File: config.mk
export PLATFORM = sky130hd
export DESIGN_NAME = direction_pulse_gen
export DESIGN_NICKNAME = d
export VERILOG_FILES = /design/src/rtl/direction_pulse_gen.sv
export SDC_FILE = /design/constraint.sdc
export NUM_CORES = 1
export LEC_CHECK = 0
export BUFFER_PORTS_ARGS = -buffer_cell sky130_fd_sc_hd__buf_2
export CAP_MARGIN = 10
export CORE_MARGIN = 2
export CORE_UTILIZATION = 40
export CTS_CLUSTER_DIAMETER = 120
export DETAILED_ROUTE_END_ITERATION = 10
export PLACE_DENSITY = 0.62
export SYNTH_ARGS = -nofsm -noshare
export SYNTH_HDL_FRONTEND = slang
export SYNTH_HIERARCHICAL = 1
export SYNTH_SLANG_ARGS = --single-unit
export TNS_END_PERCENT = 10
File: constraint.sdc
create_clock -name clock -period 4.35 [get_ports clock]
set_input_delay 0.6525 -clock clock [delete_from_list [all_inputs] [get_ports clock]]
set_output_delay 0.6525 -clock clock [all_outputs]
set_load 0.02 [all_outputs]
File: src/rtl/direction_pulse_gen.sv
// Four raw direction buttons -> synchronised, debounced levels -> per-axis
// press-and-hold auto-repeat FSMs producing one-cycle cursor step pulses.

module dpg_debounce #(
  parameter int DEBOUNCE_CYCLES = 4
) (
  input  logic clock,
  input  logic reset,
  input  logic raw,
  output logic level
);
  localparam int CW = $clog2(DEBOUNCE_CYCLES + 1);
  localparam logic [CW-1:0] LAST = CW'(DEBOUNCE_CYCLES - 1);

  logic          meta, sync;
  logic [CW-1:0] cnt;

  always_ff @(posedge clock) begin
    if (!reset) begin
      meta  <= 1'b0;
      sync  <= 1'b0;
      cnt   <= '0;
      level <= 1'b0;
    end else begin
      meta <= raw;
      sync <= meta;
      if (sync == level) begin
        cnt <= '0;
      end else if (cnt == LAST) begin
        level <= ~level;
        cnt   <= '0;
      end else begin
        cnt <= cnt + 1'b1;
      end
    end
  end
endmodule

module dpg_axis #(
  parameter int REPEAT_DELAY = 10,
  parameter int REPEAT_RATE  = 3
) (
  input  logic clock,
  input  logic reset,
  input  logic enable,
  input  logic repeat_en,
  input  logic inc_lvl,
  input  logic dec_lvl,
  output logic step_inc,
  output logic step_dec
);
  localparam int TMAX = (REPEAT_DELAY > REPEAT_RATE) ? REPEAT_DELAY : REPEAT_RATE;
  localparam int TW   = $clog2(TMAX);
  localparam logic [TW-1:0] DELAY_LD = TW'(REPEAT_DELAY - 1);
  localparam logic [TW-1:0] RATE_LD  = TW'(REPEAT_RATE - 1);

  typedef enum logic [1:0] {IDLE, DELAY, REPEAT, HOLD} state_t;

  state_t        state, state_nxt;
  // Direction encoded {inc, dec}; both-held collapses to 00 (no movement).
  logic [1:0]    dir, lat, lat_nxt, pulse_nxt;
  logic [TW-1:0] tmr, tmr_nxt;

  always_ff @(posedge clock) begin
    if (!reset) begin
      state    <= IDLE;
      dir      <= 2'b00;
      lat      <= 2'b00;
      tmr      <= '0;
      step_inc <= 1'b0;
      step_dec <= 1'b0;
    end else begin
      state    <= state_nxt;
      dir      <= {inc_lvl & ~dec_lvl, dec_lvl & ~inc_lvl};
      lat      <= lat_nxt;
      tmr      <= tmr_nxt;
      step_inc <= pulse_nxt[1];
      step_dec <= pulse_nxt[0];
    end
  end

  always_comb begin
    state_nxt = state;
    lat_nxt   = lat;
    tmr_nxt   = tmr;
    pulse_nxt = 2'b00;
    if (!enable) begin
      state_nxt = IDLE;
    end else begin
      case (state)
        IDLE: begin
          if (dir != 2'b00) begin
            pulse_nxt = dir;
            lat_nxt   = dir;
            tmr_nxt   = DELAY_LD;
            state_nxt = DELAY;
          end
        end
        DELAY: begin
          if (dir != lat) begin
            state_nxt = IDLE;
          end else if (tmr == '0) begin
            // repeat_en only matters at this decision point
            if (repeat_en) begin
              pulse_nxt = dir;
              tmr_nxt   = RATE_LD;
              state_nxt = REPEAT;
            end else begin
              state_nxt = HOLD;
            end
          end else begin
            tmr_nxt = tmr - 1'b1;
          end
        end
        REPEAT: begin
          if (dir != lat) begin
            state_nxt = IDLE;
          end else if (tmr == '0) begin
            pulse_nxt = dir;
            tmr_nxt   = RATE_LD;
          end else begin
            tmr_nxt = tmr - 1'b1;
          end
        end
        HOLD: begin
          if (dir != lat) state_nxt = IDLE;
        end
        default: state_nxt = IDLE;
      endcase
    end
  end
endmodule

module direction_pulse_gen #(
  parameter int DEBOUNCE_CYCLES = 4,
  parameter int REPEAT_DELAY    = 10,
  parameter int REPEAT_RATE     = 3
) (
  input  logic clock,
  input  logic reset,
  input  logic enable,
  input  logic repeat_en,
  input  logic btn_left,
  input  logic btn_right,
  input  logic btn_up,
  input  logic btn_down,
  output logic x_inc,
  output logic x_dec,
  output logic y_inc,
  output logic y_dec
);
  localparam int NUM_BTN = 4;

  // Button order: 0 left, 1 right, 2 up, 3 down.
  logic [NUM_BTN-1:0] raw, deb;
  assign raw = {btn_down, btn_up, btn_right, btn_left};

  for (genvar g = 0; g < NUM_BTN; g++) begin : g_btn
    dpg_debounce #(.DEBOUNCE_CYCLES(DEBOUNCE_CYCLES)) u_deb (
      .clock (clock),
      .reset (reset),
      .raw   (raw[g]),
      .level (deb[g])
    );
  end

  dpg_axis #(.REPEAT_DELAY(REPEAT_DELAY), .REPEAT_RATE(REPEAT_RATE)) u_x (
    .clock     (clock),
    .reset     (reset),
    .enable    (enable),
    .repeat_en (repeat_en),
    .inc_lvl   (deb[1]),
    .dec_lvl   (deb[0]),
    .step_inc  (x_inc),
    .step_dec  (x_dec)
  );

  dpg_axis #(.REPEAT_DELAY(REPEAT_DELAY), .REPEAT_RATE(REPEAT_RATE)) u_y (
    .clock     (clock),
    .reset     (reset),
    .enable    (enable),
    .repeat_en (repeat_en),
    .inc_lvl   (deb[3]),
    .dec_lvl   (deb[2]),
    .step_inc  (y_inc),
    .step_dec  (y_dec)
  );
endmodule

==> results of run 1 <==
-- cells in the final DEF, fill, tap and decap left out, types with 4 or more instances in the layout --
cell type  instances
a211oi_1           4
a21boi_0           4
a21oi_1            4
a31oi_1            4
and2_1            14
and4bb_2           4
buf_2             11
clkbuf_8           6
dfxtp_1           48
ha_1              20
inv_1             14
mux2i_1            4
nand2_1           14
nand3_1            4
nor2_1             6
nor2b_1            6
nor3b_1            4
nor4b_1            8
o21ai_0            8
o311ai_0           4
o31ai_1            4
or2_2              4
xnor2_1            8
-- kinds of logic after synthesis --
family	Yosys count	synth area share (%)
AOI/OAI and AO/OA	44	14.2
xor gates and xnor gates	8	3.13
adders and majority gates	20	11.2
buffers and inverters	16	2.68
DFF	48	42.9
muxes	4	1.79
and+or+nand+nor	82	24.2
-- final timing paths --
| kind | to |
|---|---|
| hold reg to reg | g_btn[0].u_deb/cnt[0]$_SDFF_PP0_ |
| setup reg to reg | u_y/tmr[3]$_SDFFE_PN0P_ |
| setup / recovery | u_y/tmr[3]$_SDFFE_PN0P_ |
| hold / removal | g_btn[0].u_deb/cnt[0]$_SDFF_PP0_ |
-- power by group --
| group | leakage [nW] | total [mW] | internal [mW] | switching, mW |
|---|---|---|---|---|
| registers | 0.389 | 0.445 | 0.444 | 0.00183 |
| logic | 0.513 | 0.0211 | 0.00884 | 0.0122 |
| clock network | 0.0614 | 0.341 | 0.188 | 0.153 |
| total | 0.963 | 0.807 | 0.640 | 0.167 |
-- registers in the layout (all words and copies together) (netlist names) --
register	flops
g_btn.u_deb/cnt	12
g_btn.u_deb/level	4
g_btn.u_deb/meta	4
g_btn.u_deb/sync	4
u_x/dir	2
u_x/lat	2
u_x/state	2
u_x/step_dec	1
u_x/step_inc	1
u_x/tmr	4
u_y/dir	2
u_y/lat	2
u_y/state	2
u_y/step_dec	1
u_y/step_inc	1
u_y/tmr	4
-- final cells by class --
cell class                 instances  area share [%]
clock buffer                       6            3.30
tap                               72            3.60
multi-input combinational        158            48.8
sequential                        48            38.4
timing repair buffer              11            2.20
inverter                          14            2.10
clock inverter                     2            1.55
-- worst register-to-register path: stages (launching register included) --
cell and delay [ns]:
dfxtp_1 0.33, inv_1 0.09, ha_1 0.19, nor3b_1 0.59
a221o_1 0.36, or2_4 0.16, o21ai_0 0.08
-- per-layer routing --
layer | vias to the layer above | wire length, µm | track usage [%]
li1 | 833 | - | -
met1 | 733 | 1900 | 15.6
met4 | 0 | 71 | 5.69
met5 | - | 0 | 0
met3 | 7 | 140 | 3.18
met2 | 28 | 1530 | 19.5
-- through the flow --
step | utilization, % | worst slack [ns] | hold WS, ns | cell area, µm²
4_1_cts | 45.7 | 2.43 | 0.434 | 2500
2_1_floorplan | - | 2.62 | 0.407 | 2240
6_report | 45.7 | 2.43 | 0.432 | 2500
3_5_place_dp | 43.5 | 2.43 | 0.419 | 2380
3_3_place_gp | 43.5 | 2.43 | 0.415 | 2380
5_1_grt | 45.7 | 2.23 | 0.454 | 2500
==> flow_summary.json, run 1 <==
{
  "status": "finished, final reports clean",
  "max_stage_delay_ns": 0.59,
  "place_inst": 303,
  "synth_top_area_share_pct": 42.9,
  "crit_start": "u_y/tmr[0]$_SDFFE_PN0P_",
  "chipWidth_um": 78.9,
  "cts_tree": "yes",
  "crit_buf_inv": 1,
  "numPortBuffers": 11,
  "ys_dominant_reg_cell": "dfxtp_1",
  "htree_num_levels": 2,
  "path_clk_slew_ns": 0.09,
  "syn_area_per_cell_um2": 10.1,
  "postCtsHoldBufs": 0,
  "fmax_mhz": 520,
  "start_kind": "register",
  "ys_warn_count": 6,
  "final_layout_size_suffix_gt1_share_pct": 14.6,
  "cp_slowest_cell": "nor3b_1",
  "vias": 1601,
  "syn_area_um2": 2240,
  "ff_latch_area_um2": 961,
  "finalHoldViolations": 0,
  "peakVddDrop_uv": 152,
  "antennaDiodeCount": 0,
  "initial_core_util_pct": 41.0,
  "synthTopCellsByArea": "dfxtp_1, ha_1, and2_1, nor4b_1, xnor2_1",
  "ys_seq_area_share_pct": 42.9,
  "io_pins": 12,
  "stdcell_count": 311,
  "holdPathStages": 1,
  "final.fill_count": 532,
  "dieArea_um2": 6220,
  "grt_pass1_vias": 1430,
  "period_needed_ns": 1.92,
  "critPathKind": "reg2reg",
  "die_h_um": 78.9,
  "cp_top_family": "simple AND/OR/NAND/NOR gates",
  "synth_nets": 250,
  "setup_viol": 0,
  "ys_async_sr_fraction_pct": 0,
  "tns_ns": 0,
  "rows": 27,
  "maxSlewHeadroom_pct": 52.5,
  "ys_seq_elements": 48,
  "cp_max_fo": 6,
  "grt_usage_pct": 12.3,
  "cp_num_cells": 6,
  "powerDensity_nw_per_um2": 323,
  "ys_types": 37,
  "r2r-start": "u_y/tmr[0]$_SDFFE_PN0P_",
  "core_area_um2": 5470,
  "area_growth_pct": 11.6,
  "drt_wl_total_um": 3640,
  "synthTopCellsByCount": "dfxtp_1, ha_1, and2_1, inv_1, nand2_1",
  "clock_latency_ns": 0.30,
  "route.detailed.drc": 0,
  "critPathCaptureType": "register",
  "cts_sinks": 48,
  "synth.most_common_cell": "dfxtp_1",
  "synthesis.instances": 222,
  "cp.required_ns": 4.53,
  "synth_top_area_cell": "dfxtp_1",
  "ant_nets": 0,
  "post-cts-setup-buffers": 0,
  "first_pass_iters": 4,
  "wire_per_inst_um": 11.7,
  "first_iter_violations": 74,
  "hp-class": "reg2reg",
  "grt-ovfl-total": 0,
  "p_leak_nw": 0.963,
  "ctsLongestPathBuffers": 2,
  "nets": 266,
  "grt_max_degree": 49,
  "reg2reg_slack_ns": 2.43,
  "drv_cap": 0,
  "synth_edf_count": 0,
  "fin_crit_sh_pct": 44.2,
  "vias_per_cell": 5.15,
  "grt_pass1_wl_um": 6130,
  "cts_root_buffer": "clkbuf_8",
  "finalPower_mw": 0.807,
  "place_congestion": 0.843,
  "fin_skew_ns": 0.00619,
  "cts-resized-gates": 0,
  "path_cells": "inv_1 > ha_1 > nor3b_1 > a221o_1 > or2_4 > o21ai_0",
  "worst_pin_slew_ns": 0.712,
  "rsz0062_at_grt": "false",
  "ff2ff_path_depth": 6,
  "place_hpwl_um": 2520,
  "multi_input_area_um2": 1220,
  "hp-start": "g_btn[0].u_deb/cnt[0]$_SDFF_PP0_",
  "cts_inserted_buffers": 5,
  "cp_data_arrival_time_ns": 2.10,
  "antenna_found_initial": 0,
  "slew_viol_final": 0
}
Note: power is estimated with default switching activity, not from simulation.
==> inputs of run 2 (changes only) <==
ABC_AREA = 1   (was unset)
PLACE_DENSITY = 0.64   (was 0.62)
clock period = 1.6 ns   (was 4.35 ns; I/O delays follow)
==> run 2 against run 1 <==
Die area rose by 12%; global-route usage hardly changed; worst hold slack got worse by 0.32 ns; combinational power increased to 3.3 times the previous value; largest cell class unchanged; critical path depth grew 2; largest power group unchanged; highest routed layer unchanged; sequential power increased to 2.7 times the previous value.
==> flow_summary.json, run 2 <==
{
  "ys_warn_count": 6,
  "setup_slack_ns": 0.165,
  "cts_tree": "yes",
  "cts_inserted_buffers": 5,
  "reg2reg_to": "u_x/tmr[0]$_SDFFE_PN0P_",
  "synthesis.instances": 336,
  "vias": 1885,
  "slew_viol_final": 0,
  "wire_per_inst_um": 9.03,
  "worst_pin_slew_ns": 0.316,
  "finalHoldViolations": 0,
  "synthTopCellsByCount": "nand2_1, inv_1, dfxtp_1, nor2_1, ha_1",
  "period_needed_ns": 1.44,
  "place_inst": 422,
  "grt_pass1_wl_um": 7160,
  "hp-start": "btn_right",
  "r2r-start": "u_x/state[0]$_SDFFE_PN0P_",
  "path_clk_slew_ns": 0.08,
  "drt_wl_total_um": 3870,
  "final_cell_area_um2": 2760,
  "p_leak_nw": 1.33,
  "synth_edf_count": 0,
  "top_register": "g_btn.u_deb/cnt",
  "dieArea_um2": 6960,
  "maxSlewHeadroom_pct": 78.7,
  "powerDensity_nw_per_um2": 734,
  "grt_usage_pct": 12.3,
  "fin_skew_ns": 0.00367,
  "die_h_um": 83.4,
  "fin_crit_sh_pct": 89.7,
  "reg2reg_slack_ns": 0.16,
  "dp_slack_ns": 0.130,
  "post-cts-setup-buffers": 0,
  "ant_nets": 0,
  "syn_area_per_cell_um2": 7.51,
  "grt_pass1_vias": 1734,
  "first_iter_violations": 90,
  "start_kind": "register",
  "route.detailed.drc": 0,
  "holdPathStages": 3,
  "ff2ff_path_depth": 8,
  "finalPower_mw": 2.02,
  "utilization_pct": 46.0,
  "hold_path_end": "g_btn[1].u_deb/meta$_SDFF_PN0_",
  "antennaDiodeCount": 0,
  "critPathKind": "reg2reg",
  "ctsLongestPathBuffers": 2,
  "rows": 28,
  "ys_types": 22,
  "synth_nets": 364,
  "htree_num_levels": 2,
  "dpl_cell_area_um2": 2660,
  "final_layout_size_suffix_gt1_share_pct": 21.5,
  "vias_per_cell": 4.39,
  "stdcell_count": 429,
  "cp_data_arrival_time_ns": 1.63,
  "tns_ns": 0,
  "antenna_found_initial": 0,
  "cts_sinks": 48,
  "synth.most_common_cell": "nand2_1",
  "postCtsHoldBufs": 0,
  "chipWidth_um": 83.4,
  "ys_seq_elements": 48,
  "final_common_cell": "nand2_1",
  "cp_max_fo": 7,
  "initial_core_util_pct": 42.1,
  "synth_top_area_cell": "dfxtp_1",
  "cp.required_ns": 1.80,
  "place_hpwl_um": 2950,
  "place_congestion": 0.839,
  "drv_cap": 0,
  "ys_async_sr_fraction_pct": 0,
  "fmax_mhz": 697,
  "hold_slack_ns": 0.117,
  "first_pass_iters": 4,
  "critPathCaptureType": "register",
  "status": "finished, final reports clean",
  "cts_root_buffer": "clkbuf_8",
  "largest_reg_flops": 12,
  "synth_top_area_share_pct": 38.1,
  "grt_max_degree": 19,
  "peakVddDrop_uv": 463,
  "core_area_um2": 5990,
  "synthTopCellsByArea": "dfxtp_1, nand2_1, ha_1, inv_1, nor2_1",
  "ys_seq_area_share_pct": 38.1,
  "grt-ovfl-total": 0,
  "hp-class": "in2reg",
  "io_pins": 12,
  "syn_area_um2": 2520,
  "rsz0062_at_grt": "false",
  "nets": 382,
  "numPortBuffers": 11,
  "area_growth_pct": 9.23,
  "layout_common_cells": "nand2_1, inv_1, dfxtp_1",
  "setup_viol": 0,
  "ys_dominant_reg_cell": "dfxtp_1",
  "clock_latency_ns": 0.30
}
## run 2: worst max-delay path, stage by stage (launching register included)
cell and delay (ns):
dfxtp_1 0.36, inv_1 0.08, ha_1 0.24, o21ai_0 0.31
nand2_4 0.09, nand3_4 0.09, nand2_1 0.06, nand2_1 0.07
nor2_2 0.03
## run 2: how the worst max path moves through the flow
stage	startpoint	to	slack (ns)	depth (start not counted)
finish	u_x/state[0]$_SDFFE_PN0P_	u_x/tmr[0]$_SDFFE_PN0P_	0.16	8
global route	u_x/state[0]$_SDFFE_PN0P_	u_x/tmr[1]$_SDFFE_PN0P_	0.01	8
CTS	u_y/state[0]$_SDFFE_PN0P_	u_y/tmr[0]$_SDFFE_PN0P_	0.12	8
detailed placement	u_y/state[0]$_SDFFE_PN0P_	u_y/tmr[0]$_SDFFE_PN0P_	0.13	8
global placement	u_y/state[0]$_SDFFE_PN0P_	u_y/tmr[0]$_SDFFE_PN0P_	0.16	8
floorplan	u_x/state[0]$_SDFFE_PN0P_	u_x/tmr[0]$_SDFFE_PN0P_	0.25	8
## run 2: area by class of cell
type                            instances  area (µm²)
Clock buffer                            6        82.6
Sequential cell                        48         961
Inverter                               70         263
Fill cell                             573        3240
Tap cell                               75        93.8
Timing Repair Buffer                   13        70.1
Clock inverter                          1        8.76
Multi-Input combinational cell        216        1280
## run 2: layer usage
| layer | global-route usage (%) | up-vias | part of all wire, % |
|---|---|---|---|
| li1 | - | 1049 | - |
| met1 | 15.2 | 804 | 50 |
| met2 | 20.5 | 25 | 45 |
| met3 | 2.78 | 7 | 3.3 |
| met4 | 5.28 | 0 | 1.9 |
| met5 | 0 | - | 0 |
## run 2: cells by family (layout without fill, tap and decap cells)
| kind of cell | after synthesis | count (layout) | synth area share, % |
|---|---|---|---|
| compound gates | 36 | 36 | 7.74 |
| fa+ha+maj | 20 | 20 | 9.92 |
| buf+inv | 72 | 90 | 11.3 |
| flops | 48 | 48 | 38.1 |
| simple gates | 160 | 160 | 32.9 |
## run 2: power by group
group | internal [mW] | switching [mW] | total, mW
Combinational | 0.0244 | 0.0450 | 0.0694
Sequential | 1.21 | 0.00447 | 1.21
Clock | 0.345 | 0.397 | 0.742
Total | 1.58 | 0.446 | 2.02
## run 2: timing repair
item                       4_1_cts  5_1_grt
gates resized for setup          0        1
setup endpoints to repair        0        3
hold endpoints to repair         0        0
==> inputs of run 3 (changes only) <==
CELL_PAD_IN_SITES_DETAIL_PLACEMENT = 0   (was unset)
CELL_PAD_IN_SITES_GLOBAL_PLACEMENT = 2   (was unset)
CORE_UTILIZATION = 32   (was 40)
PLACE_DENSITY = 0.8   (was 0.64)
==> run 3 against run 2 <==
Sequential power is essentially flat; worst hold slack is essentially flat; clock power grew 36%; combinational power grew 5.0%; cell area grew 3.0%; register-to-register slack gained 0.04 ns; fmax grew 2.9%; setup slack gained 0.041 ns.
==> flow_summary.json, run 3 (synthesis gave the netlist of run 2 again) <==
{
  "status": "finished, final reports clean",
  "postCtsHoldBufs": 0,
  "cp_slowest_cell": "dfxtp_1",
  "cp_data_arrival_time_ns": 1.59,
  "top_register": "g_btn.u_deb/cnt",
  "drv_cap": 0,
  "crit_path_frequent_cell": "nand2_2",
  "tns_ns": 0,
  "cts_root_buffer": "clkbuf_8",
  "setup_viol": 0,
  "slew_viol_final": 0,
  "holdPathStages": 3,
  "vias": 1882,
  "cp_max_fo": 7,
  "critPathKind": "reg2reg",
  "fmax_mhz": 717,
  "initial_core_util_pct": 32.8,
  "path_clk_slew_ns": 0.09,
  "setup_slack_ns": 0.206,
  "r2r-start": "u_y/state[0]$_SDFFE_PN0P_",
  "die_h_um": 92.8,
  "grt_max_degree": 18,
  "ff2ff_path_depth": 8,
  "layout_common_cells": "nand2_1, inv_1, dfxtp_1",
  "fin_crit_sh_pct": 87.1,
  "grt-ovfl-total": 0,
  "area_growth_pct": 12.5,
  "antenna_found_initial": 0,
  "final_layout_size_suffix_gt1_share_pct": 21.5,
  "finalHoldViolations": 0,
  "grt_pass1_vias": 1767,
  "first_iter_violations": 47,
  "grt_pass1_wl_um": 7460,
  "ant_nets": 0,
  "grt_usage_pct": 10.7,
  "period_needed_ns": 1.39,
  "reg2reg_slack_ns": 0.21,
  "rsz0062_at_grt": "false",
  "peakVddDrop_uv": 490,
  "route.detailed.drc": 0,
  "reg2reg_to": "u_y/tmr[0]$_SDFFE_PN0P_",
  "htree_num_levels": 2,
  "chipWidth_um": 92.8,
  "p_leak_nw": 1.36,
  "path_cells": "inv_1 > ha_1 > nand2_2 > nand2_2 > nor2_4 > nand3_4 > nor2_1 > nor2_2",
  "wire_per_inst_um": 8.79,
  "maxSlewHeadroom_pct": 76.1,
  "cp.required_ns": 1.80,
  "hp-start": "btn_down",
  "final.fill_count": 830,
  "dp_slack_ns": 0.133,
  "place_congestion": 0.760,
  "antennaDiodeCount": 0,
  "drt_wl_total_um": 4010,
  "io_pins": 12,
  "cts_sinks": 48,
  "worst_pin_slew_ns": 0.358,
  "powerDensity_nw_per_um2": 808,
  "start_kind": "register",
  "nets": 382,
  "cts_tree": "yes",
  "core_area_um2": 7690,
  "hp-class": "in2reg",
  "hold_path_end": "g_btn[3].u_deb/meta$_SDFF_PN0_",
  "vias_per_cell": 4.13,
  "first_pass_iters": 4,
  "rows": 32,
  "max_stage_delay_ns": 0.37,
  "numPortBuffers": 11,
  "fin_skew_ns": 0.00280,
  "place_hpwl_um": 3140,
  "critPathCaptureType": "register",
  "clock_latency_ns": 0.29,
  "final_common_cell": "nand2_1",
  "largest_reg_flops": 12,
  "post-cts-setup-buffers": 0,
  "dieArea_um2": 8610,
  "ctsLongestPathBuffers": 2,
  "cts_inserted_buffers": 5
}
run 3: per-stage QoR:
step / hold slack, ns / power, mW / instance area (µm²) / utilization [%] / std cells
2_1_floorplan: 0.333 / 1.28 / 2520 / - / 336
3_3_place_gp: 0.393 / 1.31 / 2710 / 35.3 / 449
3_5_place_dp: 0.399 / 1.31 / 2710 / 35.3 / 449
4_1_cts: 0.102 / 2.34 / 2840 / 36.9 / 456
5_1_grt: 0.111 / 2.40 / 2840 / 36.9 / 456
6_report: 0.116 / 2.29 / 2840 / 36.9 / 456
run 3: final cells by class:
type                    instances  area [µm²]  area share [%]
clock inverters                 2        60.1            2.12
clock buffers                   5        68.8            2.42
inverters                      70         263            9.26
well taps                     102         128            4.50
repair buffers                 13        82.6            2.91
multi-input cells             216        1280            45.0
flip-flops and latches         48         961            33.8
run 3: worst max-delay path, delay by kind of cell (launching register included):
family / cells / cell delay, ns
adders and majority gates: 1 / 0.25
buffers and inverters: 1 / 0.09
DFF: 1 / 0.37
and+or+nand+nor: 6 / 0.60
run 3: what timing repair did:
item	4_1_cts	5_1_grt
gates resized for setup	0	2
endpoints found under the setup margin	0	3
endpoints found under the hold margin	0	0
run 3: layer usage:
layer | GRT usage (%) | part of all wire, % | routed length (µm) | vias up
li1 | - | - | - | 1048
met1 | 13.6 | 52 | 2090 | 809
met2 | 17.2 | 43 | 1720 | 18
met3 | 2.60 | 3.2 | 128 | 7
met4 | 4.41 | 1.7 | 68 | 0
met5 | 0 | 0 | 0 | -
run 3: worst max-delay path by stage:
stage / startpoint / end / slack, ns / cells past startpoint
6_report: u_y/state[0]$_SDFFE_PN0P_ / u_y/tmr[0]$_SDFFE_PN0P_ / 0.21 / 8
5_1_grt: u_y/state[1]$_SDFFE_PN0P_ / u_y/step_inc$_SDFF_PN0_ / 0.05 / 7
4_1_cts: u_x/state[0]$_SDFFE_PN0P_ / u_x/tmr[0]$_SDFFE_PN0P_ / 0.12 / 8
3_5_place_dp: u_x/state[0]$_SDFFE_PN0P_ / u_x/tmr[0]$_SDFFE_PN0P_ / 0.13 / 8
3_3_place_gp: u_x/state[0]$_SDFFE_PN0P_ / u_x/tmr[0]$_SDFFE_PN0P_ / 0.17 / 8
2_1_floorplan: u_x/state[0]$_SDFFE_PN0P_ / u_x/tmr[0]$_SDFFE_PN0P_ / 0.25 / 8
run 3: power by group:
| group | total (mW) | switching [mW] | internal [mW] |
|---|---|---|---|
| Clock | 1.01 | 0.395 | 0.615 |
| Combinational | 0.0729 | 0.0453 | 0.0277 |
| Sequential | 1.21 | 0.00458 | 1.21 |
